--- config.mk ---
export PLATFORM = sky130hd
export DESIGN_NAME = vanilla_bubble_profiler
export DESIGN_NICKNAME = d
export VERILOG_FILES = /design/src/rtl/vanilla_bubble_profiler.sv
export SDC_FILE = /design/constraint.sdc
export NUM_CORES = 2
export LEC_CHECK = 0
export ABC_AREA = 1
export BUFFER_PORTS_ARGS = -buffer_cell sky130_fd_sc_hd__buf_4
export CAP_MARGIN = 10
export CORE_ASPECT_RATIO = 0.7
export CORE_MARGIN = 2
export CORE_UTILIZATION = 35
export CTS_CLUSTER_DIAMETER = 200
export CTS_CLUSTER_SIZE = 14
export DETAILED_ROUTE_END_ITERATION = 8
export SYNTH_ARGS = -nofsm -noshare
export SYNTH_HDL_FRONTEND = slang
export SYNTH_SLANG_ARGS = --single-unit
--- constraint.sdc ---
create_clock -name clk_i -period 4.6 [get_ports clk_i]
set_input_delay 0.69 -clock clk_i [delete_from_list [all_inputs] [get_ports clk_i]]
set_output_delay 0.69 -clock clk_i [all_outputs]
set_load 0.01 [all_outputs]
--- src/rtl/vanilla_bubble_profiler.sv ---
// Classifies every EXE bubble of the vanilla core, counts retired bubbles per cause,
// and streams snapshots of the per-cause counters out over a valid/yumi port.

module vanilla_bubble_profiler #(
    parameter int unsigned  pc_width_p    = 32,
    parameter int unsigned  num_causes_p  = 16,
    parameter int unsigned  pipe_depth_p  = 2,
    parameter int unsigned  ctr_width_p   = 32,
    parameter bit           saturate_p    = 1'b1,
    localparam int unsigned type_width_lp = $clog2(num_causes_p + 1)
) (
    input  logic                     clk_i,
    input  logic                     reset_n_i,
    input  logic                     stall_all_i,

    input  logic [num_causes_p-1:0]  front_cause_v_i,
    input  logic [pc_width_p-1:0]    front_pc_i,
    input  logic                     redirect_i,
    input  logic [type_width_lp-1:0] redirect_cause_i,
    input  logic [pc_width_p-1:0]    redirect_pc_i,
    input  logic [num_causes_p-1:0]  stall_cause_v_i,
    input  logic [pc_width_p-1:0]    id_pc_i,

    output logic [type_width_lp-1:0] exe_bubble_type_o,
    output logic [pc_width_p-1:0]    exe_bubble_pc_o,

    input  logic                     snapshot_i,
    output logic                     rd_v_o,
    output logic [ctr_width_p-1:0]   rd_data_o,
    output logic [type_width_lp-1:0] rd_idx_o,
    output logic                     rd_last_o,
    input  logic                     rd_yumi_i,
    output logic                     snapshot_dropped_o
);

    localparam int unsigned idx_width_lp = (num_causes_p > 1) ? $clog2(num_causes_p) : 1;
    localparam logic [type_width_lp-1:0] NoBubble = type_width_lp'(num_causes_p);
    localparam logic [type_width_lp-1:0] LastIdx  = type_width_lp'(num_causes_p - 1);

    typedef enum logic [0:0] {
        IDLE   = 1'b0,
        STREAM = 1'b1
    } state_e;

    // Lowest set index wins; an empty vector encodes as "no bubble".
    function automatic logic [type_width_lp-1:0] prio_enc(input logic [num_causes_p-1:0] v);
        logic [type_width_lp-1:0] r;
        r = NoBubble;
        for (int i = int'(num_causes_p) - 1; i >= 0; i--) begin
            if (v[i]) r = type_width_lp'(i);
        end
        return r;
    endfunction

    logic [type_width_lp-1:0] stage_type_q [pipe_depth_p];
    logic [type_width_lp-1:0] stage_type_d [pipe_depth_p];
    logic [pc_width_p-1:0]    stage_pc_q   [pipe_depth_p];
    logic [pc_width_p-1:0]    stage_pc_d   [pipe_depth_p];
    logic [type_width_lp-1:0] exe_type_q, exe_type_d;
    logic [pc_width_p-1:0]    exe_pc_q, exe_pc_d;

    logic [ctr_width_p-1:0]   ctr_q    [num_causes_p];
    logic [ctr_width_p-1:0]   ctr_d    [num_causes_p];
    logic [ctr_width_p-1:0]   shadow_q [num_causes_p];
    logic [ctr_width_p-1:0]   shadow_d [num_causes_p];

    state_e                   state_q, state_d;
    logic [type_width_lp-1:0] idx_q, idx_d;
    logic                     rd_v_q, rd_v_d;
    logic [ctr_width_p-1:0]   rd_data_q, rd_data_d;
    logic                     rd_last_q, rd_last_d;
    logic                     dropped_q, dropped_d;

    logic [type_width_lp-1:0] front_type;
    logic [type_width_lp-1:0] stall_type;
    logic [type_width_lp-1:0] idx_next;
    logic                     retire;

    assign front_type = prio_enc(front_cause_v_i);
    assign stall_type = prio_enc(stall_cause_v_i);
    assign idx_next   = idx_q + type_width_lp'(1);
    assign retire     = !stall_all_i && (exe_type_q != NoBubble);

    // Front-end bubble pipe and EXE-entry merge.
    always_comb begin
        stage_type_d = stage_type_q;
        stage_pc_d   = stage_pc_q;
        exe_type_d   = exe_type_q;
        exe_pc_d     = exe_pc_q;
        if (!stall_all_i) begin
            if (redirect_i) begin
                for (int k = 0; k < int'(pipe_depth_p); k++) begin
                    stage_type_d[k] = redirect_cause_i;
                    stage_pc_d[k]   = redirect_pc_i;
                end
                exe_type_d = redirect_cause_i;
                exe_pc_d   = redirect_pc_i;
            end else begin
                stage_type_d[0] = front_type;
                stage_pc_d[0]   = front_pc_i;
                for (int k = 1; k < int'(pipe_depth_p); k++) begin
                    stage_type_d[k] = stage_type_q[k-1];
                    stage_pc_d[k]   = stage_pc_q[k-1];
                end
                if (stage_type_q[pipe_depth_p-1] != NoBubble) begin
                    exe_type_d = stage_type_q[pipe_depth_p-1];
                    exe_pc_d   = stage_pc_q[pipe_depth_p-1];
                end else if (stall_type != NoBubble) begin
                    exe_type_d = stall_type;
                    exe_pc_d   = id_pc_i;
                end else begin
                    exe_type_d = NoBubble;
                    exe_pc_d   = '0;
                end
            end
        end
    end

    // Snapshot/read-out FSM and per-cause counters; a retiring bubble lands after any clear.
    always_comb begin
        state_d   = state_q;
        idx_d     = idx_q;
        rd_v_d    = rd_v_q;
        rd_data_d = rd_data_q;
        rd_last_d = rd_last_q;
        dropped_d = dropped_q;
        shadow_d  = shadow_q;
        ctr_d     = ctr_q;

        case (state_q)
            IDLE: begin
                if (snapshot_i) begin
                    shadow_d = ctr_q;
                    for (int i = 0; i < int'(num_causes_p); i++) begin
                        ctr_d[i] = '0;
                    end
                    state_d   = STREAM;
                    idx_d     = '0;
                    rd_v_d    = 1'b1;
                    rd_data_d = ctr_q[0];
                    rd_last_d = (num_causes_p == 1);
                end
            end
            STREAM: begin
                if (snapshot_i) dropped_d = 1'b1;
                if (rd_yumi_i) begin
                    if (idx_q == LastIdx) begin
                        state_d   = IDLE;
                        idx_d     = '0;
                        rd_v_d    = 1'b0;
                        rd_last_d = 1'b0;
                    end else begin
                        idx_d     = idx_next;
                        rd_data_d = shadow_q[idx_width_lp'(idx_next)];
                        rd_last_d = (idx_next == LastIdx);
                    end
                end
            end
            default: state_d = IDLE;
        endcase

        for (int i = 0; i < int'(num_causes_p); i++) begin
            if (retire && (exe_type_q == type_width_lp'(i))) begin
                if (!(saturate_p && (ctr_d[i] == '1))) begin
                    ctr_d[i] = ctr_d[i] + ctr_width_p'(1);
                end
            end
        end
    end

    always_ff @(posedge clk_i or negedge reset_n_i) begin
        if (!reset_n_i) begin
            for (int k = 0; k < int'(pipe_depth_p); k++) begin
                stage_type_q[k] <= NoBubble;
                stage_pc_q[k]   <= '0;
            end
            exe_type_q <= NoBubble;
            exe_pc_q   <= '0;
            for (int i = 0; i < int'(num_causes_p); i++) begin
                ctr_q[i]    <= '0;
                shadow_q[i] <= '0;
            end
            state_q   <= IDLE;
            idx_q     <= '0;
            rd_v_q    <= 1'b0;
            rd_data_q <= '0;
            rd_last_q <= 1'b0;
            dropped_q <= 1'b0;
        end else begin
            stage_type_q <= stage_type_d;
            stage_pc_q   <= stage_pc_d;
            exe_type_q   <= exe_type_d;
            exe_pc_q     <= exe_pc_d;
            ctr_q        <= ctr_d;
            shadow_q     <= shadow_d;
            state_q      <= state_d;
            idx_q        <= idx_d;
            rd_v_q       <= rd_v_d;
            rd_data_q    <= rd_data_d;
            rd_last_q    <= rd_last_d;
            dropped_q    <= dropped_d;
        end
    end

    assign exe_bubble_type_o  = exe_type_q;
    assign exe_bubble_pc_o    = exe_pc_q;
    assign rd_v_o             = rd_v_q;
    assign rd_data_o          = rd_data_q;
    assign rd_idx_o           = idx_q;
    assign rd_last_o          = rd_last_q;
    assign snapshot_dropped_o = dropped_q;

endmodule

Yosys cells after proc, flatten, opt, wreduce, memory -nomap -nowiden
Cells that the tools add are included.
- output and inout port bits: 77
- register bits after elaboration: 1176
- bits of input ports: 139
- logic and storage cells: 225
- $lt $le $gt $ge: 1
- mux-type cells: 97
- reduce and logical (&&, ||, !) cells: 24
- eq/ne operators: 40
- add/subtract/negate cells: 17
- bitwise operators: 2
- operators by type and width (kind ; number):
    2-to-1 mux 32 bit ; 40
    2-to-1 mux 512 bit ; 2
    adder 32 x 1 -> 32 bit (second input constant) ; 16
    == test 32 bit (second input constant) ; 16
    2-to-1 mux 5 bit ; 38
    binary-select mux 32 bit (select 4 bit) ; 1
    2-to-1 mux 64 bit ; 1
    one-hot mux 32 bit (2 select lines) ; 1
    == test 5 x 4 -> 1 bit (second input constant) ; 10
    == test 5 x 3 -> 1 bit (second input constant) ; 4
    logical AND 1 bit ; 17
    != test 5 bit (second input constant) ; 3
    == test 5 x 2 -> 1 bit (second input constant) ; 2
    2-to-1 mux 10 bit ; 1
    one-hot mux 5 bit (2 select lines) ; 1
    2-to-1 mux 1 bit ; 9
    != test 2 bit (second input constant) ; 3
    one-hot mux 1 bit (2 select lines) ; 3
    AND reduction 2 bit ; 3
    AND reduction 3 bit ; 2
    adder 5 x 1 -> 5 bit (second input constant) ; 1
    == test 5 x 1 -> 1 bit (second input constant) ; 1
    >= comparator 5 bit (second input constant) ; 1
    zero test 5 bit ; 1
    4 further kinds ; 4

Longest topological paths before layout
- depth in word-level cells: 20
- depth in mapped cells: 23
- gate-level depth less buffers: 17

Worst setup path before layout
Ideal clock, no wire load.
- path kind: input -> register
- start point: input port snapshot_i
- end point: register ctr_q[366] in the netlist's numbering
- arrival time: 3436 ps
- path slack: 1069 ps
- setup time: 95 ps
- data required time: 4505 ps
- buffers on the path: 8
- stages: 20
- cells stage by stage: inv_2 nor2_8 buf_6 buf_6 buf_4 buf_4 buf_2 buf_2 buf_2 nor2_1 ha_1 inv_1 nor3_1 nand2_1 inv_1 nand3_1 nor3_2 clkbuf_1 o21ai_0 o31ai_1
- RTL lines (element ; RTL line ; source):
    start, declared ; 27 ; input logic snapshot_i,
    end signal, assigned ; 194 ; ctr_q <= ctr_d;
    end, declared ; 62 ; logic [ctr_width_p-1:0] ctr_q [num_causes_p];

Worst setup path after layout
- start point: register idx_q[0] (netlist: rd_idx_o[0])
- end point: register rd_data_q[5] (netlist: rd_data_o[5])
- longest elaborated chain between the ends: 8
- elaborated cells between the ends (all ways): 11
- classes of those cells: 1 x add/sub; 2 x eq/ne; 6 x mux; 1 x bitwise; 1 x reduce/logical
- RTL lines (element ; RTL line ; source):
    start, declared ; 68 ; logic [type_width_lp-1:0] idx_q, idx_d;
    start signal, assigned ; 197 ; idx_q <= idx_d;
    adder 5 x 1 -> 5 bit ; 81 ; assign idx_next = idx_q + type_width_lp'(1);
    NOT 4 -> 5 bit (not written as such) ; 154 ; rd_data_d = shadow_q[idx_width_lp'(idx_next)];
    binary-select mux 32 bit (select 4 bit) ; 154 ;
    2-to-1 mux 32 bit (not written as such) (2 in a row) ; 154 ;
    2-to-1 mux 32 bit ; 147 ; if (idx_q == LastIdx) begin
    2-to-1 mux 32 bit ; 146 ; if (rd_yumi_i) begin
    one-hot mux 32 bit (2 select lines) ; 130 ; case (state_q)
    end signal, assigned ; 199 ; rd_data_q <= rd_data_d;
    end, declared ; 70 ; logic [ctr_width_p-1:0] rd_data_q, rd_data_d;
Parallel ways exist; a longest one is shown, timed or not. The select of a mux whose other input is x is not followed.
A chain may end at the register's enable or synchronous reset.

==> out/metrics.cfg <==
[clocking]
ctsResizeCount = 0
clk_latency_ps = 760
cts_setup_buffers = 0
h-tree-depth = 3
clock_sinks = 1176
tritoncts = built
cts.path.max_buffers = 3
clk_pin_slew_ps = 70
cts_root_buf = clkbuf_16
tritoncts.num_buffers = 93

[floorplanning]
fp.coreArea_um2 = 185600
die_h_um = 366.3
ios = 216
initial_core_util = 0.3536
die_x_um = 521.6
die_area_um2 = 191100
rows = 132

[timing]
fin_crit_ps = 3716
skew_ps = 42.81
setup_tns_ps = 0
max_freq_ghz = 0.2691
setup_viol = 0
worst_pin_slew_ps = 1112
slew_viol_final = 0
timing.final.ws_setup_ps = 883.7
post-route-period-util = 0.8079
finalHoldViolCount = 0
max_slew_margin = 0.2590
rsz0062_at_grt = false

[cells_and_area]
fin_util = 0.3884
seq_area_um2 = 29440
fin_area_um2 = 72110
fin_nets = 8840
layout-drive-gt1-share = 0.07783
multiInputGateArea_um2 = 31240
syn2layout_area_growth_pct = 9.859
fillers = 19420

[setup_path]
critical_path.endpoint_type = flop
arrival_ps = 4390
critPathMaxFanout = 134
critPathLaunchType = flop
crit_start = rd_idx_o[0]
rrSetupSlack_ps = 880
reg2reg_depth = 9
path_class = reg2reg
r2r-start = rd_idx_o[0]
cp.required_ps = 5280
r2r-end = rd_data_o[5]

[pwr]
ir_drop_mv = 0.4470
power.density_nw_per_um2 = 493.1
total_power_uw = 35550
leakage_uw = 0.03141

[run]
drv_cap = 0

[grt]
antenna_found_initial = 7
grt_pass1_vias = 56150
grt_pass1_wl_mm = 357.5
track_usage = 0.2402
grt_max_degree = 200
grt-ovfl-total = 0

[yosys]
async_flop_share = 1.000
synthTopCellsByCount = 2121 x nand2_1, 1185 x o21ai_0, 1173 x dfrtp_1
yosysTopAreaCellShare = 0.4472
synth_area_um2 = 65630
synth_edf_count = 0
synth_area_per_cell_um2 = 7.554
synth.largest_area_cell = dfrtp_1
ys_seq_elements = 1176
syn_inst = 8689
synth_flop_cell = dfrtp_1
synth_cell_type_count = 62
yosys-top-cells-area = dfrtp_1 45%, nand2_1 12%, o21ai_0 9.0%, nor2_1 5.7%, xor2_1 4.9%
yosysWarningCount = 0
synth_most_common_cell = nand2_1
syn_nets = 8848
ys_seq_area_frac = 0.4484

[route]
ant_nets = 0
wire_per_inst_um = 21.02
routed_wl_mm = 235.1
drt_iter0_drc = 7134
vias_per_cell = 5.393
drt-pass1-iter-count = 7
routed-via-count = 60310
drc_errors = 0

[worst_hold_path]
hold_class = in2reg
min-delay-start = rd_yumi_i
whs_path_depth = 2
worst_hold_path.endpoint = state_q

[placement]
routabilityCongestion = 0.9494
dp_hpwl_mm = 174.7
pre_cts_ws_ps = 619.0
port_buffers = 215
place_area_um2 = 69550

[outcome]
status = complete, no violations

cell usage in the layout, fill, tap and decap left out, types with 5 or more instances in the layout:
master	netlist	routed
a21oi_1	242	242
a22oi_1	39	39
a32o_1	28	28
and3_1	5	5
buf_12	0	26
buf_4	15	301
clkbuf_1	276	12
clkbuf_16	0	97
clkinv_1	5	6
dfrtp_1	1173	1171
diode_2	0	6
ha_1	20	19
inv_1	769	765
inv_2	20	22
nand2_1	2121	2120
nand2_2	17	18
nand3_1	289	289
nand3b_1	34	34
nand4_1	102	102
nor2_1	994	978
nor2_2	69	84
nor2_4	23	24
nor3_1	250	249
nor3_2	46	47
nor3b_2	5	5
nor4_1	33	33
nor4_2	8	8
o211ai_1	12	12
o21ai_0	1185	1185
o21ai_1	108	108
o22a_1	21	21
o22ai_1	89	89
o31ai_1	30	30
or2_1	5	5
xnor2_1	98	98
xor2_1	366	364
how the worst max path moves through the flow:
stage / cells after the start / endpoint
2_1_floorplan: 20 / ctr_q[366]
3_3_place_gp: 12 / ctr_q[113]
3_5_place_dp: 12 / ctr_q[123]
4_1_cts: 12 / ctr_q[123]
5_1_grt: 14 / ctr_q[350]
6_report: 9 / rd_data_o[5]
report_power, final:
part,internal (µW),switching (µW)
combinational,3980,9380
sequential,12700,1710
clock,3760,4000
critical path: stages, from the launching register on:
cell,delay [ps]
dfrtp_4,540
inv_6,210
ha_4,470
buf_12,430
o21ai_0,340
o22ai_1,610
o21ai_0,390
nand3_1,160
o211ai_1,100
nand2_1,100
state kept, by name (all words and copies together) (netlist names), 5 cells and up:
name	flops
ctr_q	512
shadow_q	512
stage_pc_q	64
exe_bubble_pc_o	32
rd_data_o	32
stage_type_q	10
exe_bubble_type_o	5
rd_idx_o	5
routing by layer:
layer / global-route usage / up-vias / wire [µm]
met3: 0.05516 / 231 / 22080
met4: 0.04485 / 0 / 4484
met2: 0.3200 / 2273 / 92950
met1: 0.3864 / 29660 / 115600
li1: - / 28150 / -
met5: 0 / - / 0
logic make-up (layout without fill, tap and decap cells):
family | Yosys count | in the layout | synth area share
and+or+nand+nor | 4030 | 4030 | 0.2643
buffers and inverters | 1227 | 1236 | 0.07681
adders and majority gates | 20 | 20 | 0.003813
other | 0 | 6 | 0
AOI/OAI and AO/OA | 1768 | 1768 | 0.1441
muxes | 4 | 4 | 0.0006862
xor gates and xnor gates | 464 | 464 | 0.06192
DFF | 1176 | 1176 | 0.4484
through the flow:
stage	std cells	hold WS, ps
final	11180	201.7
after global routing	11180	176.0
after CTS	11180	147.5
after detailed placement	11060	462.3
after global placement	11060	461.3
after floorplan	8689	394.4
repair_timing:
action                                  4_1_cts  5_1_grt
hold endpoints to repair                     11        0
hold buffers                                  1        0
endpoints found under the setup margin        0        0
cell type report:
cell class	count	area share
Multi-Input combinational cell	6286	0.4333
Sequential cell	1176	0.4082
Timing Repair Buffer	329	0.03890
Tap cell	2479	0.04302
Antenna cell	6	0.0002082
Clock inverter	3	0.0005726
Clock buffer	109	0.03429
Inverter	795	0.04149
Note: power is estimated with default switching activity, not from simulation.
